$ cat src/rtl/mem_ctrl.sv
// Data-side memory controller: serialises ROB loads/stores into byte transfers on an 8-bit RAM
// port, with little-endian assembly, sign/zero extension and IO write back-pressure.
module mem_ctrl #(
  parameter int unsigned ADDR_W     = 32,
  parameter logic [1:0]  IO_ADDR_HI = 2'b11
) (
  input  logic              clk,
  input  logic              rst,
  input  logic              rdy,
  input  logic              RN,
  input  logic              WN,
  input  logic [ADDR_W-1:0] Addr,
  input  logic [31:0]       Wvalue,
  input  logic [16:0]       Inst_Name,
  output logic              Mem_Success,
  output logic [31:0]       Read_Value,
  input  logic [7:0]        mem_din,
  output logic [7:0]        mem_dout,
  output logic [ADDR_W-1:0] mem_a,
  output logic              mem_wr,
  input  logic              io_buffer_full
);

  // Instruction-name codes, mirroring constants.v.
  localparam logic [16:0] INST_LB  = 17'd1;
  localparam logic [16:0] INST_LH  = 17'd2;
  localparam logic [16:0] INST_LW  = 17'd3;
  localparam logic [16:0] INST_LBU = 17'd4;
  localparam logic [16:0] INST_LHU = 17'd5;
  localparam logic [16:0] INST_LWU = 17'd6;
  localparam logic [16:0] INST_SB  = 17'd7;
  localparam logic [16:0] INST_SH  = 17'd8;
  localparam logic [16:0] INST_SW  = 17'd9;

  typedef enum logic [1:0] {StIdle, StRead, StWrite, StDone} state_e;

  state_e            state_q;
  logic [ADDR_W-1:0] addr_q;
  logic [31:0]       wdata_q;
  logic [31:0]       rdata_q;
  logic [2:0]        n_q;
  logic [2:0]        k_q;
  logic              sext_q;
  logic              wr_q;
  logic              succ_q;

  logic [2:0]  req_n;
  logic        req_sext;
  logic [2:0]  k_nxt;
  logic [1:0]  lane;
  logic [31:0] rd_bytes;
  logic [31:0] rd_ext;
  logic        io_stall_acc;
  logic        io_stall;

  always_comb begin
    req_n    = 3'd4;
    req_sext = 1'b0;
    if (WN) begin
      case (Inst_Name)
        INST_SB: req_n = 3'd1;
        INST_SH: req_n = 3'd2;
        default: ;
      endcase
    end else begin
      case (Inst_Name)
        INST_LB:  begin req_n = 3'd1; req_sext = 1'b1; end
        INST_LBU: req_n = 3'd1;
        INST_LH:  begin req_n = 3'd2; req_sext = 1'b1; end
        INST_LHU: req_n = 3'd2;
        default: ;
      endcase
    end
  end

  assign io_stall_acc = (Addr[17:16] == IO_ADDR_HI) && io_buffer_full;
  assign io_stall     = (addr_q[17:16] == IO_ADDR_HI) && io_buffer_full;
  assign k_nxt        = k_q + 3'd1;
  // In READ, k_q counts cycles since accept; the byte arriving now belongs to lane k_q-1.
  assign lane         = k_q[1:0] - 2'd1;

  always_comb begin
    rd_bytes = rdata_q;
    rd_bytes[{lane, 3'b000} +: 8] = mem_din;
    rd_ext = rd_bytes;
    case (n_q)
      3'd1:    rd_ext = {{24{sext_q & rd_bytes[7]}}, rd_bytes[7:0]};
      3'd2:    rd_ext = {{16{sext_q & rd_bytes[15]}}, rd_bytes[15:0]};
      default: ;
    endcase
  end

  always_ff @(posedge clk) begin
    if (rst) begin
      state_q    <= StIdle;
      addr_q     <= '0;
      wdata_q    <= '0;
      rdata_q    <= '0;
      n_q        <= 3'd0;
      k_q        <= 3'd0;
      sext_q     <= 1'b0;
      wr_q       <= 1'b0;
      succ_q     <= 1'b1;
      Read_Value <= '0;
      mem_a      <= '0;
      mem_dout   <= '0;
    end else if (rdy) begin
      case (state_q)
        StIdle: begin
          if (RN || WN) begin
            addr_q  <= Addr;
            wdata_q <= Wvalue;
            n_q     <= req_n;
            sext_q  <= req_sext;
            k_q     <= 3'd0;
            succ_q  <= 1'b0;
            mem_a   <= Addr;
            if (WN) begin
              state_q  <= StWrite;
              mem_dout <= Wvalue[7:0];
              wr_q     <= ~io_stall_acc;
            end else begin
              state_q <= StRead;
            end
          end
        end
        StRead: begin
          if (k_q != 3'd0) rdata_q <= rd_bytes;
          if (k_q == n_q) begin
            Read_Value <= rd_ext;
            succ_q     <= 1'b1;
            state_q    <= StDone;
          end else begin
            if (k_nxt < n_q) mem_a <= addr_q + ADDR_W'(k_nxt);
            k_q <= k_nxt;
          end
        end
        StWrite: begin
          if (wr_q) begin
            if (k_nxt == n_q) begin
              wr_q    <= 1'b0;
              succ_q  <= 1'b1;
              state_q <= StDone;
            end else begin
              k_q      <= k_nxt;
              mem_a    <= addr_q + ADDR_W'(k_nxt);
              mem_dout <= wdata_q[{k_nxt[1:0], 3'b000} +: 8];
              wr_q     <= ~io_stall;
            end
          end else if (!io_stall) begin
            wr_q <= 1'b1;
          end
        end
        StDone: state_q <= StIdle;
        default: state_q <= StIdle;
      endcase
    end
  end

  assign Mem_Success = succ_q;
  // Masking with rst keeps an aborted store from landing one more byte on the reset edge.
  assign mem_wr      = wr_q & rdy & ~rst;

endmodule

$ cat config.mk
export PLATFORM = sky130hd
export DESIGN_NAME = mem_ctrl
export DESIGN_NICKNAME = d
export VERILOG_FILES = /design/src/rtl/mem_ctrl.sv
export SDC_FILE = /design/constraint.sdc
export NUM_CORES = 1
export LEC_CHECK = 0
export CORE_MARGIN = 5
export CORE_UTILIZATION = 53
export DETAILED_ROUTE_END_ITERATION = 6
export GPL_TIMING_DRIVEN = 0
export PLACE_DENSITY_LB_ADDON = 0.12
export SKIP_CTS_REPAIR_TIMING = 1
export SYNTH_ARGS = -nofsm -noshare
export SYNTH_HDL_FRONTEND = slang
export SYNTH_SLANG_ARGS = --single-unit
$ cat constraint.sdc
create_clock -name clk -period 3.6 [get_ports clk]
set_input_delay 0.72 -clock clk [delete_from_list [all_inputs] [get_ports clk]]
set_output_delay 0.72 -clock clk [all_outputs]
set_load 0.005 [all_outputs]
-- Word level (Yosys, flattened, before mapping)
Cells that the tools add are included.
- add/sub/neg operators: 4
- bitwise operators: 7
- shifts and indexed selects: 3
- magnitude comparators: 1
- reduce and logical (&&, ||, !) cells: 19
- multiplexer cells: 40
- equality and inequality tests: 23
- operators with widths (operator ; count):
    $mux 32 ; 5
    $pmux 32 s3 ; 1
    $pmux 32 s2 ; 1
    $eq 17x3->1 const B ; 3
    $add 32x3->32 ; 1
    $bwmux 32 ; 1
    $mux 8 ; 4
    $shift 8x7->32 const A ; 1
    $shiftx 32x6->8 ; 1
    $shiftx 8x7->32 ; 1
    $reduce_and 6->1 ; 3
    $eq 17x1->1 const B ; 1
    $eq 17x2->1 const B ; 1
    $eq 17x4->1 const B ; 1
    $ne 2x2->1 const B ; 8
    $pmux 8 s2 ; 1
    $mux 3 ; 5
    $pmux 3 s2 ; 2
    $mux 1 ; 11
    $mux 2 ; 5
    $pmux 3 s3 ; 1
    $reduce_and 3->1 ; 3
    $eq 2x2->1 const B ; 4
    $pmux 2 s4 ; 1
    21 further kinds ; 31
- input port bits: 95
- output and inout port bits: 74
- register bits after elaboration: 179
- logic and storage cells: 109

-- Logic depth before layout (Yosys ltp)
Gate-level depths: netlist of the first run.
- depth in word-level cells: 6
- depth in mapped cells: 11
- gate-level depth less buffers: 9

-- Worst setup path before layout of the first run
OpenSTA, ideal clock, no wires.
- path kind: reg2reg
- start point: register k_q[0]
- end point: register mem_a[12]
- cell stages (with the launch flop): 12
- clock period less this slack: 3246 ps
- required time: 3540 ps
- path slack: 354 ps
- library setup time: 60 ps
- data arrival time: 3186 ps
- buffers on the path: 2
- cells stage by stage: dfxtp_1 -> inv_1 -> ha_1 -> buf_1 -> inv_1 -> fa_1 -> nor2b_1 -> clkbuf_1 -> o2111ai_2 -> xnor2_1 -> a2111oi_0 -> a31o_1
- cells in the longest elaborated chain, start to end: 5
- elaborated cells on any way between the ends: 14
- those cells by class: add/sub (2); order compare (1); eq/ne (5); mux (5); reduce/logical (1)
- RTL lines (what ; line ; text):
    start: declaration ; 42 ; logic [2:0] k_q;
    start signal: assignment ; 135 ; k_q <= k_nxt;
    start signal: assignment ; 145 ; k_q <= k_nxt;
    $add 3x1->3 ; 78 ; assign k_nxt = k_q + 3'd1;
    $add 32x3->32 ; 134, 146 ;
    $mux 32 (on tied branches) ; 140, 134 ;
    $mux 32 (on tied branches) ; 139, 129 ;
    $pmux 32 s3 ; 108 ; case (state_q)
    end signal: assignment ; 117 ; mem_a <= Addr;
    end signal: assignment ; 134 ; if (k_nxt < n_q) mem_a <= addr_q + ADDR_W'(k_nxt);
    end signal: assignment ; 146 ; mem_a <= addr_q + ADDR_W'(k_nxt);
    end: declaration ; 19 ; output logic [ADDR_W-1:0] mem_a,
Several ways; a longest one is shown, not always the timed one. The select of a mux whose other input is x is not followed.
A chain may end at the register's enable or synchronous reset.

-- Worst setup path after layout of the first run
- start point: register k_q[0]
- end point: register mem_a[20]
The elaborated chain is that of the path after synthesis.

==> results of run 1 <==
[power by group]
part           switching, mW  leakage [nW]  total (mW)  internal (mW)
clock network          0.779         0.275        1.85           1.07
registers              0.137          1.46        2.30           2.16
logic                  0.770          2.13        1.38          0.611
[stage by stage]
| stage | std cells | hold WS, ns |
|---|---|---|
| 4_1_cts | 1471 | 0.457 |
| 2_1_floorplan | 1057 | 0.433 |
| 3_3_place_gp | 1442 | 0.439 |
| 6_report | 1471 | 0.452 |
| 5_1_grt | 1471 | 0.471 |
| 3_5_place_dp | 1442 | 0.448 |
[registers in the layout, indices dropped and copies added (netlist names)]
name,cells
Read_Value,32
addr_q,32
mem_a,32
rdata_q,32
wdata_q,32
mem_dout,8
k_q,3
n_q,3
state_q,2
Mem_Success,1
sext_q,1
wr_q,1
[layout by cell type, fill, tap and decap left out, types with 3 or more instances in the layout]
cell type / synthesis / routed
sky130_fd_sc_hd__a2111o_1: 3 / 3
sky130_fd_sc_hd__a211oi_1: 54 / 54
sky130_fd_sc_hd__mux2i_1: 41 / 41
sky130_fd_sc_hd__a31oi_1: 4 / 4
sky130_fd_sc_hd__xor2_1: 11 / 11
sky130_fd_sc_hd__buf_1: 8 / 7
sky130_fd_sc_hd__and3_1: 16 / 16
sky130_fd_sc_hd__o221ai_1: 7 / 7
sky130_fd_sc_hd__nand4_1: 8 / 8
sky130_fd_sc_hd__a21oi_1: 89 / 89
sky130_fd_sc_hd__inv_1: 41 / 41
sky130_fd_sc_hd__o221ai_2: 3 / 3
sky130_fd_sc_hd__clkbuf_8: 0 / 3
sky130_fd_sc_hd__clkbuf_16: 0 / 17
sky130_fd_sc_hd__a21o_1: 3 / 3
sky130_fd_sc_hd__o31a_1: 6 / 6
sky130_fd_sc_hd__nor2b_1: 11 / 11
sky130_fd_sc_hd__nand2_1: 193 / 193
sky130_fd_sc_hd__clkdlybuf4s50_1: 0 / 165
sky130_fd_sc_hd__ha_1: 15 / 14
sky130_fd_sc_hd__o211ai_1: 10 / 10
sky130_fd_sc_hd__o22ai_1: 29 / 29
sky130_fd_sc_hd__o41ai_2: 6 / 6
sky130_fd_sc_hd__dfxtp_1: 179 / 178
sky130_fd_sc_hd__nor2_1: 98 / 98
sky130_fd_sc_hd__clkbuf_1: 56 / 57
sky130_fd_sc_hd__xnor2_1: 16 / 16
sky130_fd_sc_hd__mux4_2: 8 / 8
sky130_fd_sc_hd__nand2b_1: 10 / 10
sky130_fd_sc_hd__o21ai_0: 15 / 15
sky130_fd_sc_hd__or3_1: 5 / 5
sky130_fd_sc_hd__buf_2: 10 / 11
sky130_fd_sc_hd__nand3_1: 23 / 23
sky130_fd_sc_hd__nor4_1: 10 / 10
sky130_fd_sc_hd__and4_1: 5 / 5
sky130_fd_sc_hd__nor3_1: 14 / 14
[worst paths after layout]
kind	from	end
setup reg to reg	k_q[0]	mem_a[20]
hold / removal	wdata_q[19]	wdata_q[19]
setup / recovery	k_q[0]	mem_a[20]
hold reg to reg	wdata_q[19]	wdata_q[19]
[critical path, cell delays in order (launching register included)]
cell                        delay [ns]
sky130_fd_sc_hd__dfxtp_2          0.47
sky130_fd_sc_hd__inv_1            0.18
sky130_fd_sc_hd__ha_2             0.45
sky130_fd_sc_hd__clkbuf_4         0.29
sky130_fd_sc_hd__inv_1            0.16
sky130_fd_sc_hd__fa_1             0.42
sky130_fd_sc_hd__nor2b_1          0.12
sky130_fd_sc_hd__buf_2            0.26
sky130_fd_sc_hd__o2111ai_4        0.23
sky130_fd_sc_hd__o31a_1           0.30
sky130_fd_sc_hd__nor3_1           0.30
sky130_fd_sc_hd__o41ai_2          0.12
[area by class of cell]
cell class                 count  area, um^2  share of cell area [%]
multi-input combinational    761        4800                    42.3
inverter                      42         158                    1.39
clock inverter                 7         101                   0.893
tap                          220         275                    2.43
timing repair buffer         165        1650                    14.6
clock buffer                  22         474                    4.18
sequential                   179        3580                    31.6
buffer                        75         307                    2.70
[routing by layer]
layer | vias up | track usage, % | part of all wire, %
met4 | 0 | 8.75 | 2.4
met2 | 334 | 42.7 | 46
li1 | 4115 | - | -
met5 | - | 0 | 0
met1 | 4017 | 36.0 | 44
met3 | 49 | 4.28 | 7.2
[cell families (layout without fill, tap and decap cells)]
family          Yosys count  after routing
mux                      52             52
simple gates            415            415
compound gates          251            251
xor+xnor                 27             27
buf+inv                 117            311
fa+ha+maj                16             16
flops                   179            179
==> results.yml, run 1 <==
floorplanning:
  design.core.area_um2: 16500
  start_util_pct: 53.6
  dieHeight_um: 139
  core.rowCount: 47
  die-width_um: 139
  top_ports: 169
  floorplan.die_area_um2: 19300
hold_path:
  min-delay-path-class: "reg -> reg"
  hold_depth: 2
synthesis:
  sequential_to_total_area_share_from_yosys_stat_pct: 40.6
  synth.cell_area_um2: 8820
  synth_edf_count: 0
  synth_cells: 1057
  synthMostInstantiatedCell: "sky130_fd_sc_hd__nand2_1"
  compound_cell_area_share_of_the_yosys_netlist_pct: 19.8
  netlist_top_cells_area: "sky130_fd_sc_hd__dfxtp_1 41%, sky130_fd_sc_hd__nand2_1 8.2%, sky130_fd_sc_hd__a21oi_1 5.0%"
  synthAdderAreaFrac_pct: 2.35
  async_reset_ff_share_pct: 0
  synthesis.yosys.warnings: 0
  syn_area_per_cell_um2: 8.35
  synth_top_cell_by_area: "sky130_fd_sc_hd__dfxtp_1"
  post_synth_xor_area_fraction_pct: 2.68
  largest_family_of_logic_cells_by_synthesized_area: "simple AND/OR/NAND/NOR gates"
  synthesis.nets: 1168
  synth.cells.most_frequent: "193 x sky130_fd_sc_hd__nand2_1, 179 x sky130_fd_sc_hd__dfxtp_1, 98 x sky130_fd_sc_hd__nor2_1"
  synth_simple_gate_area_share_pct: 22.3
  ys_ff_latch: 179
  ys.flop_type: "sky130_fd_sc_hd__dfxtp_1"
  synth_top_area_share_pct: 40.6
  synth.mux.area_fraction_pct: 7.08
  synthDistinctLibCells: 74
cts:
  cts.clk_slew.worst_paths_ns: 0.06
  htreeDepth: 4
  clkLatencyLatePin_ns: 0.43
  cts_made_buffers: 17
  clock_tree.root_cell: "sky130_fd_sc_hd__clkbuf_16"
  ctsLongestPathBuffers: 2
  tritoncts_num_sinks: 179
  cts_tree: "built"
detailed_routing:
  ant_nets: 0
  via_per_inst: 5.79
  route.vias.total: 8515
  detailedRoute.firstPassIterationCount: 5
  wirelength_mm: 26.2
  drc_errors: 0
  drt_iter0_markers: 695
  per_cell_routed_wire_length_um: 17.8
placement:
  dp_slack_ns: -0.907
  routabilityCongestion: 0.948
  placed_cell_area_um2: 10700
  placement.io_buffers: 165
  dp_hpwl_mm: 19.5
job:
  maxCapViolCount: 0
power:
  power.static_leakage_nw: 3.87
  power.total_mw: 5.53
  power-per-cell-area_nw_per_um2: 487
  max-vdd-ir-drop_v: 0.000352
worst_setup_path:
  worst-r2r-setup-slack_ns: 0.15
  critical_path_required_ns: 3.89
  startpoint_type: "flop"
  critical_path_class: "reg -> reg"
  arrival_ns: 3.74
  end_kind: "flop"
  rr_worst_depth: 11
  critical_path.max_fanout: 10
sta:
  slew_headroom_pct: 43.7
  period_share_pct: 95.9
  fmax_mhz: 290
  setup_ws_ns: 0.149
  clock-skew-final_ns: 0.00691
  layout_min_cycle_time_ns: 3.45
  timing.final.setup_violations: 0
  worst_margin_slew_ns: 0.844
  timing.final.hold_violations: 0
  unrepaired_setup_endpoints_after_global_routing: "no"
  fin_setup_tns_ns: 0
  maxSlewViolCount: 0
global_route:
  vias_in_the_first_global_route: 8032
  initial_antenna_violation_count: 0
  largest_net_degree_at_the_start_of_global_routing: 17
  global_route.overflow_total: 0
  track_usage_pct: 26.3
  first_pass_grt_wire_length_mm: 41.5
finish:
  finish.instance_area_um2: 11400
  finalNetCount: 1352
  postLayoutCoreUtil_pct: 68.9
  diodes: 0
  filler_cell_count: 1401
  post_route_cells_drive_above_1_share_pct: 6.47
  area_growth_syn_to_layout_pct: 28.7
status:
  outcome: "complete, no violations"
(Power assumes the default switching activity.)
==> run 2: changes to the inputs <==
- CORE_UTILIZATION: 53 -> 40
- SLEW_MARGIN: unset -> 40
==> run 2 against run 1 <==
  * Flip-flop and latch count stayed put
  * Via count is 3.6% lower
  * First-iteration DRC count is 30% lower
  * Total power is 0.73% higher
  * Die area is 30% higher
  * Clock power hardly changed
  * Hold slack better by 0.0055 ns
  * Global-route usage is 4.3 points lower
  * Clock skew is 0.0022 ns higher
  * Maximum frequency is 0.47% lower
==> results.yml, run 2 (same netlist as run 1, synthesis figures left out) <==
sta:
  slew_headroom_pct: 42.2
  layout_min_cycle_time_ns: 3.47
  maxSlewViolCount: 0
  fmax_mhz: 288
  unrepaired_setup_endpoints_after_global_routing: "no"
  timing.final.hold_violations: 0
  hold-worst-slack_ns: 0.457
  timing.final.setup_violations: 0
  worst_margin_slew_ns: 0.864
  setup_ws_ns: 0.133
  period_share_pct: 96.3
  clock-skew-final_ns: 0.00911
detailed_routing:
  route.vias.total: 8206
  wirelength_mm: 28.0
  per_cell_routed_wire_length_um: 18.3
  detailedRoute.firstPassIterationCount: 5
  drc_errors: 0
  drt_iter0_markers: 484
  ant_nets: 0
  via_per_inst: 5.35
worst_setup_path:
  worst-r2r-setup-slack_ns: 0.13
  critical_path.max_fanout: 10
  reg2reg_launch_point: "k_q[0]"
  critical_path_class: "reg -> reg"
  cp-startpoint: "k_q[0]"
  end_kind: "flop"
  startpoint_type: "flop"
  arrival_ns: 3.76
  critical_path_required_ns: 3.89
floorplanning:
  dieHeight_um: 159
  design.core.area_um2: 21800
  core.rowCount: 54
  die-width_um: 159
  top_ports: 169
  start_util_pct: 40.6
  floorplan.die_area_um2: 25100
finish:
  total_area_of_multi_input_combinational_cells_um2: 4790
  diodes: 0
  final_cell_mix: "193 x sky130_fd_sc_hd__nand2_1, 178 x sky130_fd_sc_hd__dfxtp_1, 165 x sky130_fd_sc_hd__clkdlybuf4s50_1"
  area_growth_syn_to_layout_pct: 29.6
  postLayoutCoreUtil_pct: 52.5
  filler_cell_count: 2159
  post_route_cells_drive_above_1_share_pct: 6.78
  register_area_um2: 3590
  layout_commonest_cell: "sky130_fd_sc_hd__nand2_1"
  finish.instance_area_um2: 11400
  finalNetCount: 1352
power:
  power.static_leakage_nw: 3.88
  max-vdd-ir-drop_v: 0.000293
  power-per-cell-area_nw_per_um2: 487
cts:
  cts_made_buffers: 17
  clkLatencyLatePin_ns: 0.43
  cts_tree: "built"
  tritoncts_num_sinks: 179
  ctsLongestPathBuffers: 2
  clock_tree.root_cell: "sky130_fd_sc_hd__clkbuf_16"
  cts.clk_slew.worst_paths_ns: 0.07
  htreeDepth: 4
placement:
  placed_cell_area_um2: 10800
  placement.io_buffers: 165
  dp_slack_ns: -0.883
  routabilityCongestion: 0.903
  dp_hpwl_mm: 20.9
global_route:
  grt_use_met1_pct: 31.3
  gr-max-usage-layer: "met2"
  first_pass_grt_wire_length_mm: 43.4
  global_route.overflow_total: 0
  initial_antenna_violation_count: 1
  largest_net_degree_at_the_start_of_global_routing: 17
  gr-usage-met3_pct: 3.15
  groute.layer.met2.usage_pct: 34.5
  vias_in_the_first_global_route: 7915
  track_usage_pct: 22.1
hold_path:
  min-delay-path-class: "reg -> reg"
  hold_path.startpoint: "wdata_q[14]"
status:
  outcome: "complete, no violations"
job:
  maxCapViolCount: 0
## run 2: cell types whose count changed in the layout (fill, tap and decap cells not counted), sizes merged
cell / before / now
buf: 19 / 18
clkinv: 3 / 7
inv: 42 / 45
clkbuf: 78 / 75
## run 2: layer usage
| layer | share of wire, % | wire length [um] |
|---|---|---|
| met5 | 0.025 | 7 |
| met4 | 2.2 | 612 |
| met3 | 4.6 | 1290 |
| met2 | 45 | 12700 |
| met1 | 48 | 13400 |
## run 2: worst paths after layout
kind	endpoint	depth (start not counted)
setup reg to reg	mem_a[24]	11
hold reg to reg	wdata_q[14]	2
hold / removal	wdata_q[14]	2
setup / recovery	mem_a[24]	11
## run 2: worst max-delay path, cell delays in order (launching register included)
cell and delay (ns):
sky130_fd_sc_hd__dfxtp_4 0.43, sky130_fd_sc_hd__inv_1 0.16, sky130_fd_sc_hd__ha_2 0.47, sky130_fd_sc_hd__clkbuf_4 0.29
sky130_fd_sc_hd__inv_1 0.17, sky130_fd_sc_hd__fa_1 0.43, sky130_fd_sc_hd__nor2b_1 0.12, sky130_fd_sc_hd__clkbuf_2 0.27
sky130_fd_sc_hd__o211ai_1 0.21, sky130_fd_sc_hd__o21ai_0 0.20, sky130_fd_sc_hd__nor3b_1 0.44, sky130_fd_sc_hd__o41ai_2 0.12
## run 2: layout make-up
class | count | area share, %
Timing Repair Buffer | 165 | 14.4
Clock buffer | 18 | 3.75
Inverter | 42 | 1.38
Tap cell | 280 | 3.07
Clock inverter | 14 | 1.32
Buffer | 75 | 2.69
Sequential cell | 179 | 31.4
Multi-Input combinational cell | 761 | 41.9
## run 2: per-stage QoR
step	total power [mW]	setup TNS (ns)	instances
floorplan	3.09	0	1057
global placement	3.72	-10.14	1502
detailed placement	3.73	-9.44	1502
CTS	5.59	-9.97	1534
global route	5.83	0	1534
finish	5.57	0	1534
## run 2: power breakdown
group          internal [mW]  switching [mW]  leakage, nW
sequential              2.16           0.143         1.46
clock                   1.03           0.844        0.281
combinational          0.611           0.780         2.14
